==> src/rtl/enc_final_ark_pkg.sv <==
// Shared AES output-tail definitions: block width, state byte-order helpers and the
// default ciphertext FIFO entry layout.
package enc_final_ark_pkg;

    localparam int AES_BLK_W  = 128;
    localparam int AES_BYTE_W = 8;
    localparam int AES_NROW   = 4;
    localparam int AES_NCOL   = 4;
    localparam int ENC_TAG_W  = 4;

    // Column-major state: s00 occupies [127:120], s10 [119:112], ... s33 [7:0].
    typedef struct packed {
        logic [AES_BLK_W-1:0] data;
        logic [ENC_TAG_W-1:0] tag;
    } enc_entry_t;

    // LSB position of state byte s(row,col) within the 128-bit block.
    function automatic int aes_byte_lsb(input int row, input int col);
        return AES_BLK_W - AES_BYTE_W * (AES_NROW * col + row + 1);
    endfunction

endpackage

==> src/rtl/enc_out_fifo.sv <==
// Generic DEPTH x W synchronous circular-buffer FIFO with push, pop, flush and
// occupancy count; storage is zeroed on reset so the read port reads 0 until written.
module enc_out_fifo #(
    parameter int DEPTH = 2,
    parameter int W     = 8
) (
    input  logic                       clk,
    input  logic                       rst_n,
    input  logic                       flush,
    input  logic                       push,
    input  logic                       pop,
    input  logic [W-1:0]               wdata,
    output logic [W-1:0]               rdata,
    output logic [$clog2(DEPTH):0]     count
);

    localparam int              AW       = $clog2(DEPTH);
    localparam logic [AW-1:0]   PTR_ONE  = AW'(1);
    localparam logic [AW:0]     CNT_ONE  = (AW+1)'(1);
    localparam logic [AW:0]     CNT_FULL = (AW+1)'(DEPTH);

    logic [W-1:0]  mem_r [DEPTH];
    logic [AW-1:0] wr_ptr_r;
    logic [AW-1:0] rd_ptr_r;
    logic [AW:0]   count_r;
    logic          do_push_s;
    logic          do_pop_s;

    assign do_push_s = push & (count_r != CNT_FULL);
    assign do_pop_s  = pop  & (count_r != {(AW+1){1'b0}});

    // Pointer and occupancy bookkeeping; flush discards any concurrent push/pop.
    always_ff @(posedge clk) begin
        if (!rst_n) begin
            wr_ptr_r <= '0;
            rd_ptr_r <= '0;
            count_r  <= '0;
        end else if (flush) begin
            wr_ptr_r <= '0;
            rd_ptr_r <= '0;
            count_r  <= '0;
        end else begin
            if (do_push_s) begin
                wr_ptr_r <= wr_ptr_r + PTR_ONE;
            end
            if (do_pop_s) begin
                rd_ptr_r <= rd_ptr_r + PTR_ONE;
            end
            case ({do_push_s, do_pop_s})
                2'b10:   count_r <= count_r + CNT_ONE;
                2'b01:   count_r <= count_r - CNT_ONE;
                default: count_r <= count_r;
            endcase
        end
    end

    // Entry storage; only written on an accepted push, so idle-cycle X never lands here.
    always_ff @(posedge clk) begin
        if (!rst_n) begin
            for (int i = 0; i < DEPTH; i++) begin
                mem_r[i] <= '0;
            end
        end else if (do_push_s && !flush) begin
            mem_r[wr_ptr_r] <= wdata;
        end
    end

    assign rdata = mem_r[rd_ptr_r];
    assign count = count_r;

endmodule

==> src/rtl/enc_final_ark.sv <==
// AES encryption output tail: final AddRoundKey (state ^ round key 10) feeding a small
// ciphertext FIFO with valid/ready handshakes and a delivered-block counter.
module enc_final_ark
    import enc_final_ark_pkg::*;
#(
    parameter int DEPTH = 2,
    parameter int TAG_W = ENC_TAG_W,
    parameter int CNT_W = 32
) (
    input  logic                  clk,
    input  logic                  rst_n,
    input  logic                  clr,
    input  logic                  in_valid,
    output logic                  in_ready,
    input  logic [AES_BLK_W-1:0]  in_state,
    input  logic [AES_BLK_W-1:0]  in_key,
    input  logic [TAG_W-1:0]      in_tag,
    output logic                  out_valid,
    input  logic                  out_ready,
    output logic [AES_BLK_W-1:0]  out_data,
    output logic [TAG_W-1:0]      out_tag,
    output logic [CNT_W-1:0]      blk_cnt
);

    localparam int              AW       = $clog2(DEPTH);
    localparam logic [AW:0]     CNT_FULL = (AW+1)'(DEPTH);
    localparam logic [CNT_W-1:0] BLK_ONE = CNT_W'(1);

    // Same layout as the package entry, widened to this instance's tag width.
    typedef struct packed {
        logic [AES_BLK_W-1:0] data;
        logic [TAG_W-1:0]     tag;
    } entry_t;

    entry_t           wr_entry_s;
    entry_t           rd_entry_s;
    logic [AW:0]      count_s;
    logic             push_s;
    logic             pop_s;
    logic [CNT_W-1:0] blk_cnt_r;

    // Ready depends only on registered occupancy plus the reset/flush controls.
    assign in_ready  = (count_s != CNT_FULL) & rst_n & ~clr;
    assign out_valid = (count_s != {(AW+1){1'b0}}) & rst_n;
    assign push_s    = in_valid & in_ready;
    assign pop_s     = out_valid & out_ready;

    assign wr_entry_s.data = in_state ^ in_key;
    assign wr_entry_s.tag  = in_tag;

    enc_out_fifo #(
        .DEPTH (DEPTH),
        .W     ($bits(entry_t))
    ) u_fifo (
        .clk   (clk),
        .rst_n (rst_n),
        .flush (clr),
        .push  (push_s),
        .pop   (pop_s),
        .wdata (wr_entry_s),
        .rdata (rd_entry_s),
        .count (count_s)
    );

    // Delivered-block counter; a pop coinciding with a flush is not a delivery.
    always_ff @(posedge clk) begin
        if (!rst_n) begin
            blk_cnt_r <= '0;
        end else if (clr) begin
            blk_cnt_r <= blk_cnt_r;
        end else if (pop_s) begin
            blk_cnt_r <= blk_cnt_r + BLK_ONE;
        end else begin
            blk_cnt_r <= blk_cnt_r;
        end
    end

    assign out_data = rd_entry_s.data;
    assign out_tag  = rd_entry_s.tag;
    assign blk_cnt  = blk_cnt_r;

endmodule

==> config.mk <==
export PLATFORM = sky130hd
export DESIGN_NAME = enc_final_ark
export DESIGN_NICKNAME = d
export VERILOG_FILES = /design/src/rtl/enc_final_ark_pkg.sv /design/src/rtl/enc_out_fifo.sv /design/src/rtl/enc_final_ark.sv
export SDC_FILE = /design/constraint.sdc
export NUM_CORES = 1
export LEC_CHECK = 0
export BUFFER_PORTS_ARGS = -buffer_cell sky130_fd_sc_hd__buf_2
export CORE_ASPECT_RATIO = 1.75
export CORE_UTILIZATION = 40
export CTS_CLUSTER_SIZE = 8
export DETAILED_ROUTE_END_ITERATION = 8
export PLACE_DENSITY = 0.76
export SKIP_CTS_REPAIR_TIMING = 1
export SYNTH_ARGS = -nofsm -noshare
export SYNTH_HDL_FRONTEND = slang
export SYNTH_SLANG_ARGS = --single-unit
export TNS_END_PERCENT = 50
==> constraint.sdc <==
create_clock -name clk -period 5.7 [get_ports clk]
set_input_delay 0.285 -clock clk [delete_from_list [all_inputs] [get_ports clk]]
set_output_delay 0.285 -clock clk [all_outputs]
set_load 0.02 [all_outputs]
==> metrics.md <==
| Metric | Value |
|---|---|
| CTS tree | `done` |
| Library cells used by synthesis | `36` |
| Post-Syn Area | `13600 um2` |
| Synth area leader | `edfxtp_1` |
| Ant. Diodes | `0` |
| Cell Pwr Density | `~300 nW/um2` |
| Avg WL per Cell | `around 17 um` |
| Top Ports | `431` |
| Die Y | `246 um` |
| Slew Limit Fails | `0` |
| Worst hold path type | `in2reg` |
| Dominant cells by area after synthesis | `edfxtp_1 (58%), mux2_2 (11%), xnor2_1 (8.6%)` |
| Worst R2R Start | `u_fifo.count[0]$_SDFFE_PP0P_` |
| Actual slew at the worst max-slew pin | `approximately 1.1 ns` |
| GR Util All Layers | `between 10% and 20%` |
| Kind of critical path | `in2reg` |
| # fillers | `2902` |
| Die Wd | `roughly 140 um` |
| Vias | `between 9000 and 10000` |
| Register area share after synthesis | `a little under two thirds` |
| Post-synth EDFFs | `around 260` |
| Ys flop type | `edfxtp_1` |
| Final ANT Viol Nets | `0` |
| Final core occ | `about half` |
| Synth warnings | `0` |
| H-tree depth | `2` |
| CTS clock-pin slew for the worst setup and hold paths | `roughly 0.05 ns` |
| Synthesized Nets | `1326` |
| Required time of the critical path | `5.85 ns` |
| Post-Synthesis Cells | `roughly 1100` |
| Peak VDD IR | `roughly 250 uV` |
| Critical path endpoint category | `flop` |
| Ratio of cells with drive above 1 in the final layout | `41.4%` |
| Worst slew margin | `between 20% and 30%` |
| Hold slack final | `a little over 0.08 ns` |
| Clock tree sinks | `between 300 and 400` |
| Non-Filler Instances | `slightly below 2000` |
| Worst reg2reg setup slack | `roughly 2.8 ns` |
| Syn Area/Cell | `between 10 and 15 um2` |
| Row count | `89` |
| Post-synthesis async set-or-reset flop share | `0%` |
| Startpoint types | `input pin` |
| Initial antenna violation count | `2` |
| Top cells by count, synth | `nor2_1 (278), edfxtp_1 (264), xnor2_1 (133), mux2_2 (132), clkbuf_1 (38)` |
| CP Capture Point | `u_fifo.mem_r[0][123]$_SDFFCE_PN0P_` |
| Buffers on Ports | `430` |
| Crit path DAT | `3.11 ns` |
| Pleak | `roughly 7 nW` |
| Maximum clock path buffer count | `3` |
| Layout Area Growth over Synthesis | `27.7%` |
| Initial Util | `40.4%` |
| #FFs+latches synth | `about 300` |
| Final cycle utilization of the critical path | `around half` |
| Worst hold path depth | `3` |
| TritonCTS Buffers | `43` |
| Total negative slack | `0 ns` |
| Grt total ovfl | `0` |
| Final HPWL DP | `roughly 22000 um` |
| Net switching power | `around 1.2 mW` |
| Reg power frac | `a little under half` |
| Clock latency on the worst-skew pair | `0.51 ns` |
| Status | `complete, no violations` |
| Drt pass-1 iters | `5` |
| Internal power | `4.14 mW` |
| Vias in the first global route | `around 9600` |
| Tmin final | `roughly 3.0 ns` |
| # DRC | `0` |
| Crit path launch | `rst_n` |
| Clk_skew | `about 0.0092 ns` |
| Switching Share | `between 20% and 30%` |
| Fin. Hold Viols | `0` |
| Critical Path Fanout Max | `between 80 and 90` |
| First-pass GRT wire length | `slightly below 50000 um` |
| Via density | `roughly 5` |
| RSZ-0062 raised after global routing | `false` |
| Tot Pwr | `5.33 mW` |
| Gate power share | `9.8%` |
| Final Setup Violations | `0` |
| CTS root buffer | `clkbuf_16` |
| Fin nets | `approximately 1800` |
| Initial DRC Count | `between 300 and 400` |
| Routability congestion estimate from global placement | `between 0.7 and 0.8` |
| Share of the synthesized area in the top cell type | `around three fifths` |
| Max Cap Viol | `0` |
| Worst-case reg-to-reg path depth | `5` |
| Most instantiated library cell after synthesis | `nor2_1` |
| Placed cells | `between 1500 and 2000` |
| Die area | `34800 um2` |
| Largest net degree at the start of global routing | `84` |
| Reg-to-Reg End | `u_fifo.mem_r[0][123]$_SDFFCE_PN0P_` |
| Core ar. | `around 34000 um2` |
| Clock network power share | `roughly 43%` |
| Post-Route WL | `between 30000 and 40000 um` |
| Max Clk Rate | `~0.34 GHz` |
-- metal layers --
metal | part of all wire [%] | vias up | GRT usage [%]
met3 | 5.8 | 89 | 4.13
li1 | - | 4538 | -
met2 | 53 | 336 | 33.2
met1 | 37 | 4652 | 20.2
met5 | 0.039 | - | 0
met4 | 4.2 | 2 | 9.17
-- area by class of cell --
class / instances / area [um2] / share of cell area (%)
tap: 455 / 569 / 3.28
inverter: 11 / 41.3 / 0.238
timing repair buffer: 437 / 2230 / 12.8
sequential: 301 / 8670 / 49.9
clock buffer: 63 / 1200 / 6.93
multi-input combinational: 691 / 4650 / 26.8
-- cell usage in the layout (no fill, tap or decap), drive strengths merged --
cell type,instances
mux2,132
nand2b,13
nand3,11
dfxtp,37
or3,8
and3b,1
clkbuf,63
nor2,278
edfxtp,264
o21a,1
ha,2
a21oi,16
or2,2
mux2i,12
a211o,1
xor2,5
or4,5
and4,4
o31ai,5
nor4,12
inv,11
and3,2
o21ai,10
xnor2,133
nand2,25
and2,3
buf,437
nand4,9
and4b,1
-- worst max-delay path, cell delays in order --
cell	delay (ns)
buf_2	0.44
nand2b_1	0.30
a211o_1	0.33
or2_4	0.48
nand2_4	0.64
buf_12	0.47
-- per-stage QoR --
stage / worst slack [ns] / cell area, um2
2_1_floorplan: 0.810 / 13600
3_3_place_gp: 2.25 / 16200
3_5_place_dp: 2.20 / 16200
4_1_cts: 2.73 / 17400
5_1_grt: 2.52 / 17400
6_report: 2.74 / 17400
-- sequential cells by signal, summed over array words and instances (netlist names), named ones only --
signal           cells
u_fifo.mem_r       264
blk_cnt             32
u_fifo.count         2
u_fifo.rd_ptr_r      1
u_fifo.wr_ptr_r      1
-- cell families after synthesis --
| group | synth area share (%) |
|---|---|
| and+or+nand+nor | 11.7 |
| DFF | 63.7 |
| muxes | 11.8 |
| xor gates and xnor gates | 8.89 |
| buffers and inverters | 2.31 |
| AOI/OAI and AO/OA | 1.35 |
| adders and majority gates | 0.184 |
-- worst min-delay path by stage --
stage / from / to / slack, ns
4_1_cts: in_tag[3] / u_fifo.mem_r[1][3]$_SDFFCE_PN0P_ / 0.05
5_1_grt: in_tag[2] / u_fifo.mem_r[1][2]$_SDFFCE_PN0P_ / 0.07
2_1_floorplan: u_fifo.wr_ptr_r$_SDFFE_PP0N_ / u_fifo.wr_ptr_r$_SDFFE_PP0N_ / 0.44
3_5_place_dp: blk_cnt[31]$_SDFFE_PN0P_ / blk_cnt[31]$_SDFFE_PN0P_ / 0.46
6_report: in_tag[3] / u_fifo.mem_r[1][3]$_SDFFCE_PN0P_ / 0.08
3_3_place_gp: blk_cnt[31]$_SDFFE_PN0P_ / blk_cnt[31]$_SDFFE_PN0P_ / 0.46
-- power groups by stage --
| stage | combinational, mW | sequential (mW) | clock (mW) |
|---|---|---|---|
| 6_report | 0.524 | 2.51 | 2.29 |
| 5_1_grt | 0.562 | 2.52 | 2.43 |
| 4_1_cts | 0.532 | 2.51 | 2.34 |
| 3_5_place_dp | 0.528 | 2.55 | 0 |
| 3_3_place_gp | 0.520 | 2.55 | 0 |
| 2_1_floorplan | 0.292 | 2.56 | 0 |
Power figures use the tool's default switching activity.
